### src/rtl/lc3_pkg.sv
// Shared LC3 definitions: memory opcodes, memory-stage states and opcode-class helpers.
package lc3_pkg;

    localparam logic [3:0] OP_LD  = 4'b0010;
    localparam logic [3:0] OP_LDR = 4'b0110;
    localparam logic [3:0] OP_LDI = 4'b1010;
    localparam logic [3:0] OP_ST  = 4'b0011;
    localparam logic [3:0] OP_STR = 4'b0111;
    localparam logic [3:0] OP_STI = 4'b1011;

    typedef enum logic [1:0] {
        IDLE  = 2'd0,
        IND   = 2'd1,
        READ  = 2'd2,
        WRITE = 2'd3
    } mem_state_t;

    function automatic logic is_load(input logic [3:0] op);
        return (op == OP_LD) || (op == OP_LDR) || (op == OP_LDI);
    endfunction

    function automatic logic is_store(input logic [3:0] op);
        return (op == OP_ST) || (op == OP_STR) || (op == OP_STI);
    endfunction

    function automatic logic is_indirect(input logic [3:0] op);
        return (op == OP_LDI) || (op == OP_STI);
    endfunction

endpackage

### src/rtl/mem_wait_timer.sv
// Wait counter for a pending memory request; expire flags the last allowed wait cycle.
module mem_wait_timer #(
    parameter int TIMEOUT_CYCLES = 255,
    parameter int TMO_W          = 8
) (
    input  logic clk,
    input  logic rst,
    input  logic clear,
    input  logic enable,
    output logic expire
);

    logic [TMO_W-1:0] count;

    always_ff @(posedge clk) begin
        if (!rst) begin
            count <= '0;
        end else if (clear) begin
            count <= '0;
        end else if (enable) begin
            count <= count + 1'b1;
        end
    end

    assign expire = (count == TMO_W'(TIMEOUT_CYCLES - 1));

endmodule

### src/rtl/mem_access_ctrl.sv
// LC3 memory-access stage: sequences direct and indirect loads/stores onto the data-memory port.
//  state | meaning
//  IDLE  | no transaction; accepts a memory opcode when enable_mem is high
//  IND   | pointer read for LDI/STI outstanding
//  READ  | data read outstanding
//  WRITE | data write outstanding
module mem_access_ctrl
    import lc3_pkg::*;
#(
    parameter int TIMEOUT_CYCLES = 255,
    parameter int TMO_W          = 8
) (
    input  logic        clk,
    input  logic        rst,
    input  logic        enable_mem,
    input  logic [15:0] IR_Exec,
    input  logic [15:0] pcout,
    input  logic [15:0] M_Data,
    input  logic [15:0] Data_dout,
    input  logic        Data_ready,
    output logic [15:0] Data_addr,
    output logic [15:0] Data_din,
    output logic        Data_req,
    output logic        Data_rd,
    output logic [15:0] memout,
    output logic        mem_done,
    output logic        mem_err,
    output logic        mem_busy
);

    mem_state_t  state_q, state_d;
    logic [3:0]  op_q, op_d;
    logic [3:0]  opcode;
    logic [15:0] addr_d, din_d, memout_d;
    logic        req_d, rd_d, done_d, err_d;
    logic        tmr_clr, tmr_en, tmr_expire;
    logic        unused_ir;

    assign opcode    = IR_Exec[15:12];
    assign unused_ir = ^IR_Exec[11:0];
    assign mem_busy  = (state_q != IDLE);

    mem_wait_timer #(
        .TIMEOUT_CYCLES(TIMEOUT_CYCLES),
        .TMO_W         (TMO_W)
    ) u_timer (
        .clk   (clk),
        .rst   (rst),
        .clear (tmr_clr),
        .enable(tmr_en),
        .expire(tmr_expire)
    );

    always_comb begin
        state_d  = state_q;
        op_d     = op_q;
        addr_d   = Data_addr;
        din_d    = Data_din;
        req_d    = Data_req;
        rd_d     = Data_rd;
        memout_d = memout;
        done_d   = 1'b0;
        err_d    = 1'b0;
        tmr_clr  = 1'b0;
        tmr_en   = 1'b0;

        case (state_q)
            IDLE: begin
                if (enable_mem && (is_load(opcode) || is_store(opcode))) begin
                    op_d    = opcode;
                    addr_d  = pcout;
                    din_d   = M_Data;
                    req_d   = 1'b1;
                    tmr_clr = 1'b1;
                    if (is_indirect(opcode)) begin
                        state_d = IND;
                        rd_d    = 1'b1;
                    end else if (is_load(opcode)) begin
                        state_d = READ;
                        rd_d    = 1'b1;
                    end else begin
                        state_d = WRITE;
                        rd_d    = 1'b0;
                    end
                end
            end
            default: begin
                if (Data_ready) begin
                    if (state_q == IND) begin
                        // pointer fetched: second access follows with no gap in Data_req
                        addr_d  = Data_dout;
                        tmr_clr = 1'b1;
                        if (is_load(op_q)) begin
                            state_d = READ;
                            rd_d    = 1'b1;
                        end else begin
                            state_d = WRITE;
                            rd_d    = 1'b0;
                        end
                    end else begin
                        if (state_q == READ) memout_d = Data_dout;
                        req_d   = 1'b0;
                        done_d  = 1'b1;
                        state_d = IDLE;
                    end
                end else if (tmr_expire) begin
                    req_d   = 1'b0;
                    err_d   = 1'b1;
                    state_d = IDLE;
                end else begin
                    tmr_en = 1'b1;
                end
            end
        endcase
    end

    always_ff @(posedge clk) begin
        if (!rst) begin
            state_q   <= IDLE;
            op_q      <= 4'd0;
            Data_addr <= 16'd0;
            Data_din  <= 16'd0;
            Data_req  <= 1'b0;
            Data_rd   <= 1'b0;
            memout    <= 16'd0;
            mem_done  <= 1'b0;
            mem_err   <= 1'b0;
        end else begin
            state_q   <= state_d;
            op_q      <= op_d;
            Data_addr <= addr_d;
            Data_din  <= din_d;
            Data_req  <= req_d;
            Data_rd   <= rd_d;
            memout    <= memout_d;
            mem_done  <= done_d;
            mem_err   <= err_d;
        end
    end

endmodule

### config.mk
export PLATFORM = sky130hd
export DESIGN_NAME = mem_access_ctrl
export DESIGN_NICKNAME = d
export VERILOG_FILES = /design/src/rtl/lc3_pkg.sv /design/src/rtl/mem_wait_timer.sv /design/src/rtl/mem_access_ctrl.sv
export SDC_FILE = /design/constraint.sdc
export NUM_CORES = 1
export LEC_CHECK = 0
export ABC_AREA = 1
export BUFFER_PORTS_ARGS = -buffer_cell sky130_fd_sc_hd__buf_4
export CAP_MARGIN = 20
export CORE_UTILIZATION = 43
export DETAILED_ROUTE_END_ITERATION = 16
export PLACE_DENSITY = 0.85
export SYNTH_ARGS = -nofsm -noshare
export SYNTH_HDL_FRONTEND = slang
export SYNTH_SLANG_ARGS = --single-unit
### constraint.sdc
create_clock -name clk -period 1.3 [get_ports clk]
set_clock_uncertainty 0.1 [all_clocks]
set_input_delay 0.13 -clock clk [delete_from_list [all_inputs] [get_ports clk]]
set_output_delay 0.13 -clock clk [all_outputs]
set_load 0.01 [all_outputs]
==> results by stage, run 1 <==
Yosys:
- The mean post-synth cell area is ~7.4 um^2.
- The most common flop cell mapped by yosys is sky130_fd_sc_hd__dfxtp_1.
- In this run the cell area of the synthesized design comes to 2860 um^2.
- Yosys mapped the design onto 29 distinct sky130hd cell types.
- Synthesis inferred 66 register bits.
- The sequential cell area fraction in the yosys report is 0.462.
- The post-synthesis net count is between 400 and 500.
- In the synthesized netlist, the number of instances is just under 400.
- The async set-reset flop share out of synthesis is 0.
- The number of enable-type register cells in the synthesized netlist is 0.
- During synthesis, Yosys emitted a total of 0 warnings.

Global routing:
- The leftover overflow at the end of global routing is 0.
- The via count of the first global-routing pass is approximately 3400.
- The highest-utilization routing layer at the global route stage is met2.
- The initial antenna violation count was 0.
- Entering global routing, the biggest net connects 33 pins.
- For this run, the total global-route usage over all layers was measured as 0.270.
- The wire length of the first global-routing pass is approximately 15000 um.
- In the global route stage, met3 resource usage came out at 0.0831.
- The global routing usage on met2 is 0.501.
- The routing usage on met1 is 0.276.

Final layout:
- For this run, the share of the core covered by cells in the final layout is 0.790.
- The most common cell after layout, fill and taps aside is sky130_fd_sc_hd__buf_4.
- The layout filler cell count is just under 400.
- The final net count is 640.
- The layout-stage area growth over the synthesis result is 76.3%.
- The area used by multi-input combinational logic is around 1600 um^2.
- The footprint of the flip-flops and latches is between 1000 and 1500 um^2.
- The library cells used most frequently in the layout, excluding fill and tap cells, are 129 x sky130_fd_sc_hd__buf_4, 72 x sky130_fd_sc_hd__nor2_1, 63 x sky130_fd_sc_hd__dfxtp_1, 53 x sky130_fd_sc_hd__nand2_1, 35 x sky130_fd_sc_hd__dlygate4sd3_1.
- The final antenna diode count is 0.
- The fraction of layout instances using a drive strength above 1 is 0.456.

STA:
- Setup total negative slack on the finished layout was measured at -4.70 ns.
- The worst hold-check slack is around 0.017 ns.
- The number of endpoints with negative hold slack in the final report is 0.
- The share of the clock period used by the worst path after layout is 1.12.
- Static timing analysis puts the maximum clock frequency at between 600 and 700 MHz.
- The worst pin sits at a relative slew slack of 0.774.
- The time the final worst path needs with I/O delays and setup is ~1.5 ns.
- In the post-route analysis, the smallest setup slack over all paths is -0.153 ns.
- The final max-slew violation count was 0.
- The number of setup violations in the final report is between 60 and 70.
- The transition time at the pin with the least slew margin is ~0.34 ns.
- Setup repair after global routing could not meet its margin everywhere.

Critical path:
- The worst setup path is captured at a flop.
- The endpoint arrival time on the critical path is approximately 1.6 ns.
- STA classifies the critical path startpoint as a flop.
- The standard cell with the maximum stage delay on the critical path is sky130_fd_sc_hd__dfxtp_2.
- The maximum cell stage delay along the critical path is 0.32 ns.
- The required arrival time at the worst endpoint is about 1.4 ns.
- The signal on the critical path passes through inv_2 -> ha_2 -> nand2_1 -> nor2_1 -> nand2_2 -> nand2_4 -> nand3_4 -> nand2_2 -> a21oi_2.
- In this run the worst path has a maximum fanout of 6.
- The worst setup path category is reg -> reg.
- Counting stages on the worst path, the most repeated cell is sky130_fd_sc_hd__nand2_2.

Clocking:
- The sink count of the clock tree is 66.
- After clock tree synthesis, the clock-pin slew on the worst setup and hold paths is 0.08 ns.
- No sink is reached through more buffers than the 2 on the longest clock path.
- The root buffer selected by CTS is sky130_fd_sc_hd__clkbuf_8.
- In this run the number of H-tree levels came out at 3.
- The later-pin clock latency in the skew report is approximately 0.36 ns.
- TritonCTS created 9 clock buffers.
- TritonCTS built the clock tree.

Power:
- In this run the power density over the cells is 1830 nW/um^2.
- The leakage power is around 2.4 nW.
- The peak ir drop on the vdd network is approximately 1.3 mV.

Detailed routing:
- After detailed routing, the number of remaining DRC violations is 0.
- Once detail routing completed, the nets flagged for antenna violations numbered 0.
- The detailed router placed ~3400 vias in this run.
- Dividing the detail-routed via count by the number of cells gives 5.24.
- Dividing the detail-routed wire length by the instance count gives approximately 16 um.
- The routed design has ~11000 um of wire.
- After the first detailed-routing iteration, the DRC count stood at roughly 220.
- The first-pass iteration count of the detailed router is 7.

Floorplan:
- 121 I/O pins were placed.
- The die is 83.6 um tall.
- In this run the standard cell core region covers roughly 6400 um^2.
- In this run the horizontal extent of the chip is 83.6 um.
- The floorplan die area is 6980 um^2.
- The starting utilization of the core area is 0.448.
- The cell row count is 29.

Min path:
- The class of the most critical hold timing path is in -> reg.

Job:
- The total of max-cap violations is 0.

Status:
- The run finished, with violations left.
- The checks that failed: setup timing.

Placement:
- During placement, the flow inserted port buffers numbering around 110.
- After legalization and detailed placement, the total HPWL measured 5400 um.
- Routability-driven placement finished with a final weighted congestion of between 0.8 and 0.9.
[kinds of logic after synthesis]
| logic type | Yosys count | synth area share |
|---|---|---|
| buf+inv | 50 | 0.0888 |
| compound gates | 87 | 0.153 |
| flops | 66 | 0.462 |
| xor+xnor | 2 | 0.00612 |
| simple gates | 179 | 0.281 |
| fa+ha+maj | 2 | 0.00874 |
[flip-flops by register name (all words and copies together), names as in the netlist]
| signal | count |
|---|---|
| Data_req | 1 |
| u_timer.count | 8 |
| mem_err | 1 |
| Data_rd | 1 |
| Data_din | 16 |
| Data_addr | 16 |
| op_q | 4 |
| state_q | 2 |
| mem_done | 1 |
| memout | 16 |
[worst paths after layout]
check                                    end             start  cells past startpoint  slack (ns)
worst min register to register       Data_rd           Data_rd                      2        0.35
worst max-delay path                Data_req  u_timer.count[0]                      9       -0.15
worst max register to register      Data_req  u_timer.count[0]                      9       -0.15
worst min-delay path            Data_addr[7]          pcout[7]                      5        0.02
[critical path: cells and delay by family, from the launching register on]
kind | cells | cell delay (ns)
compound gates | 1 | 0.05
simple gates | 6 | 0.65
buf+inv | 1 | 0.05
fa+ha+maj | 1 | 0.15
flops | 1 | 0.32
[report_power, final]
group	total [mW]	internal (mW)	leakage [nW]	switching, mW
logic	4.52	2.11	1.72	2.41
clock network	1.92	1.07	0.105	0.843
registers	2.81	2.48	0.541	0.323
total	9.24	5.67	2.37	3.57
[stage by stage]
stage          area [um^2]  std cells  power (mW)  setup slack (ns)
2_1_floorplan         2860        386        4.58           -0.0402
3_3_place_gp          3910        586        5.80           -0.0912
3_5_place_dp          3910        586        5.89            -0.123
4_1_cts               4690        643        8.37           -0.0760
5_1_grt               5050        652        9.72            -0.222
6_report              5050        652        9.24            -0.153
[final cells by class]
class,instances,area share
inverters,32,0.0278
flip-flops and latches,66,0.263
well taps,77,0.0191
repair buffers,190,0.335
clock inverters,7,0.0186
multi-input cells,271,0.312
clock buffers,9,0.0245
[what timing repair did]
item                                    4_1_cts  5_1_grt
buffers inserted                              4        6
hold buffers                                 35        0
gates cloned                                  2        3
gates resized for setup                      58       85
pin swaps                                    16       24
endpoints found under the setup margin       49       59
endpoints found under the hold margin        35        0
[metal layers]
metal | vias to the layer above | wire [um]
met3 | 32 | 669
met2 | 176 | 5770
li1 | 1603 | -
met1 | 1604 | 3910
met5 | - | 0
met4 | 0 | 352
[cell usage after synthesis (all sizes together), types with 4 or more instances]
cell type,n,share of area
nand2,70,0.097
clkbuf,6,0.0079
buf,12,0.037
o21ai,64,0.11
nand3,9,0.017
inv,32,0.044
nor2,92,0.15
a21oi,23,0.042
nand4,4,0.0087
dfxtp,66,0.46
No activity file was read; power rests on OpenSTA's default activity.
==> run 2, diff against run 1 <==
GPL_TIMING_DRIVEN = 0   (was not set)
==> results by stage, run 2 (synthesized netlist as in run 1, its figures left out) <==
Status:
- The flow ran to the end, but the final reports show violations.
- The final reports fail on setup timing.

STA:
- The final worst slack was -0.193 ns (-0.0405 ns).
- The number of endpoints with negative hold slack in the final report came to 0 (unchanged).
- The time the final worst path needs with I/O delays and setup came to 1.49 ns (+0.0405 ns).
- The number of setup violations in the final report is 55 (-17%).
- The final max-slew violation count is 0 (unchanged).
- The transition time at the pin with the least slew margin was 0.681 ns (+0.343 ns).
- The highest achievable clock rate was 670 MHz (-2.7%).
- Setup repair after global routing could not meet its margin everywhere.
- The share of the clock period used by the worst path after layout came to 1.15 (+0.0311).
- The worst max-slew margin expressed relative to the limit came to 0.546 (-0.229).

Clocking:
- TritonCTS built the clock tree.
- The root buffer cell chosen for the clock tree is sky130_fd_sc_hd__clkbuf_8.
- The clock-pin slew reported for the worst setup and hold paths after clock tree synthesis is 0.08 ns (about the same).
- The H-tree depth reported by CTS is 3 (unchanged).
- The sink count of the clock tree is 66 (unchanged).
- The number of buffers created by CTS came to 9 (unchanged).
- The later-pin clock latency in the skew report is 0.35 ns (about the same).
- The number of buffers between clock root and the deepest sink is 2 (unchanged).

Critical path:
- The worst register-to-register path ends at Data_rd.
- The worst reg-to-reg setup slack came to -0.19 ns (-0.04 ns).
- The highest net fanout along the worst path is 7 (+1).
- The startpoint of the lowest-slack register-to-register path is state_q[0].
- The endpoint arrival time on the critical path is 1.64 ns (+0.06 ns).
- The kind of start point of the critical path is a flop.
- The endpoint kind of the worst setup timing path is a flop.
- The critical path is of the reg -> reg type.
- The worst reg2reg path depth is 9 (unchanged).
- The critical path endpoint is Data_rd.
- The required arrival time at the worst endpoint is 1.44 ns (about the same).
- The launch point of the critical path is state_q[0].

Global routing:
- The initial antenna violation count was 0 (unchanged).
- The maximum number of pins on one net before global-route repair came to 13 (-61%).
- The leftover overflow at the end of global routing is 0 (unchanged).
- The wire length of the first global-routing pass is 15000 um (-0.36%).
- The via count of the first global-routing pass is 3257 (-2.8%).
- The total global routing track utilization was 0.269 (-0.00125).

Final layout:
- The utilization after layout came to 0.773 (-0.0172).
- The fraction of layout instances using a drive strength above 1 is 0.429 (-0.0268).
- The largest registers in the layout are Data_addr (16), Data_din (16), memout (16).
- In the layout the commonest cells are 118 x sky130_fd_sc_hd__buf_4, 64 x sky130_fd_sc_hd__nor2_1, 62 x sky130_fd_sc_hd__nand2_1, 59 x sky130_fd_sc_hd__dfxtp_1, 35 x sky130_fd_sc_hd__dlygate4sd3_1.
- The count of placed standard cells in the final layout, fillers left out is 646 (-0.92%).
- The most common cell after layout, fill and taps aside is sky130_fd_sc_hd__buf_4.
- The final net count is 634 (-0.94%).
- The layout-stage area growth over the synthesis result is 72.5%.
- The final antenna diode count is 0 (unchanged).

Detailed routing:
- The routed length per placed instance is 15.8 um (-3.7%).
- The number of nets with antenna violations after detailed routing is 0 (unchanged).
- The vias per cell is 5.31 (+1.5%).
- The first-iteration detailed-routing DRC count is 254 (+14%).
- The number of DRC violations after detailed routing is 0 (unchanged).
- The number of vias in the routed layout came to 3433 (+0.53%).
- The first-pass iteration count of the detailed router is 6 (-1).
- The total wire length after detailed routing came to 10200 um (-4.5%).

Min path:
- In this run the worst hold path is classified as in -> reg.

Power:
- The leakage power is 2.31 nW (-2.6%).
- The power density over the cells is 1890 nW/um^2 (+3.0%).
- The peak ir drop on the vdd network is 1.28 mV (+2.0%).

Placement:
- The global placement routability congestion is 0.814 (-1.7%).
- The post-detailed-placement half-perimeter wirelength is 5600 um (+3.6%).
- The number of port buffers is 107 (-0.93%).
- The worst slack at placement is -0.190 ns (-0.0671 ns).
- The number of cells in the design after placement came to 570 (-2.7%).

Floorplan:
- The placeable core region is 6390 um^2 (unchanged).
- The horizontal extent of the die is 83.6 um (unchanged).
- The starting utilization of the core area is 0.448 (unchanged).
- The height of the die is 83.6 um (unchanged).
- The cell row count is 29 (unchanged).
- The floorplan die area is 6980 um^2 (unchanged).
- The number of top-level pins is 121 (unchanged).

Job:
- The total of max-cap violations came to 0 (unchanged).
[run 2: changes by cell type in the layout (fill, tap and decap cells not counted), sizes merged]
cell | before | now
buf | 152 | 144
clkbuf | 12 | 15
clkinv | 3 | 1
inv | 32 | 33
[run 2: worst max-delay path, stage by stage, from the launching register on]
cell	delay [ns]
sky130_fd_sc_hd__dfxtp_4	0.36
sky130_fd_sc_hd__nor2_4	0.16
sky130_fd_sc_hd__inv_4	0.08
sky130_fd_sc_hd__nor2_8	0.17
sky130_fd_sc_hd__nor2_8	0.09
sky130_fd_sc_hd__buf_6	0.15
sky130_fd_sc_hd__nand2_8	0.08
sky130_fd_sc_hd__inv_2	0.05
sky130_fd_sc_hd__nand2_1	0.08
sky130_fd_sc_hd__nand2_1	0.07
[run 2: repair_timing]
item | 4_1_cts | 5_1_grt
gates cloned | 6 | 1
pin swaps | 24 | 32
endpoints found under the hold margin | 35 | 0
gates resized for setup | 91 | 44
hold buffers | 35 | 0
setup buffers | 11 | 7
setup endpoints to repair | 51 | 64
[run 2: area by class of cell]
type,instances,area [um^2]
fill,394,1450
timing repair buffer,166,1430
inverter,32,143
tap,77,96.3
clock inverter,6,88.8
sequential,66,1340
clock buffer,10,138
buffer,18,164
multi-input combinational,271,1540
[run 2: how the worst min path moves through the flow]
stage,from,to,slack [ns],cells past startpoint
CTS,Data_dout[4],memout[4],0.001,3
detailed placement,M_Data[9],Data_din[9],0.26,3
floorplan,Data_ready,mem_err,0.11,1
finish,Data_dout[4],memout[4],0.004,3
global route,Data_dout[4],memout[4],0.02,3
global placement,M_Data[13],Data_din[13],0.25,3
[run 2: per-layer routing]
metal	share of wire	GRT usage	wire, um	vias to the layer above
li1	-	-	-	1592
met1	0.38	0.296	3870	1601
met2	0.51	0.488	5260	191
met3	0.071	0.0504	723	49
met4	0.036	0.143	367	0
met5	0	0	0	-
[run 2: report_power, final]
group          internal, mW  total [mW]  switching [mW]
clock network          1.14        1.98           0.845
registers              2.49        2.83           0.345
logic                  2.16        4.50            2.33
total                  5.79        9.31            3.52
[run 2: per-stage QoR]
| step | hold WS [ns] | setup TNS, ns | area, um^2 | power [mW] |
|---|---|---|---|---|
| floorplan | 0.109 | -0.0908 | 2860 | 4.58 |
| global placement | 0.250 | -3.68 | 3760 | 5.67 |
| detailed placement | 0.261 | -5.47 | 3760 | 5.76 |
| CTS | 0.00105 | -2.47 | 4720 | 8.50 |
| global route | 0.0185 | -8.77 | 4940 | 9.72 |
| finish | 0.00420 | -4.46 | 4940 | 9.31 |
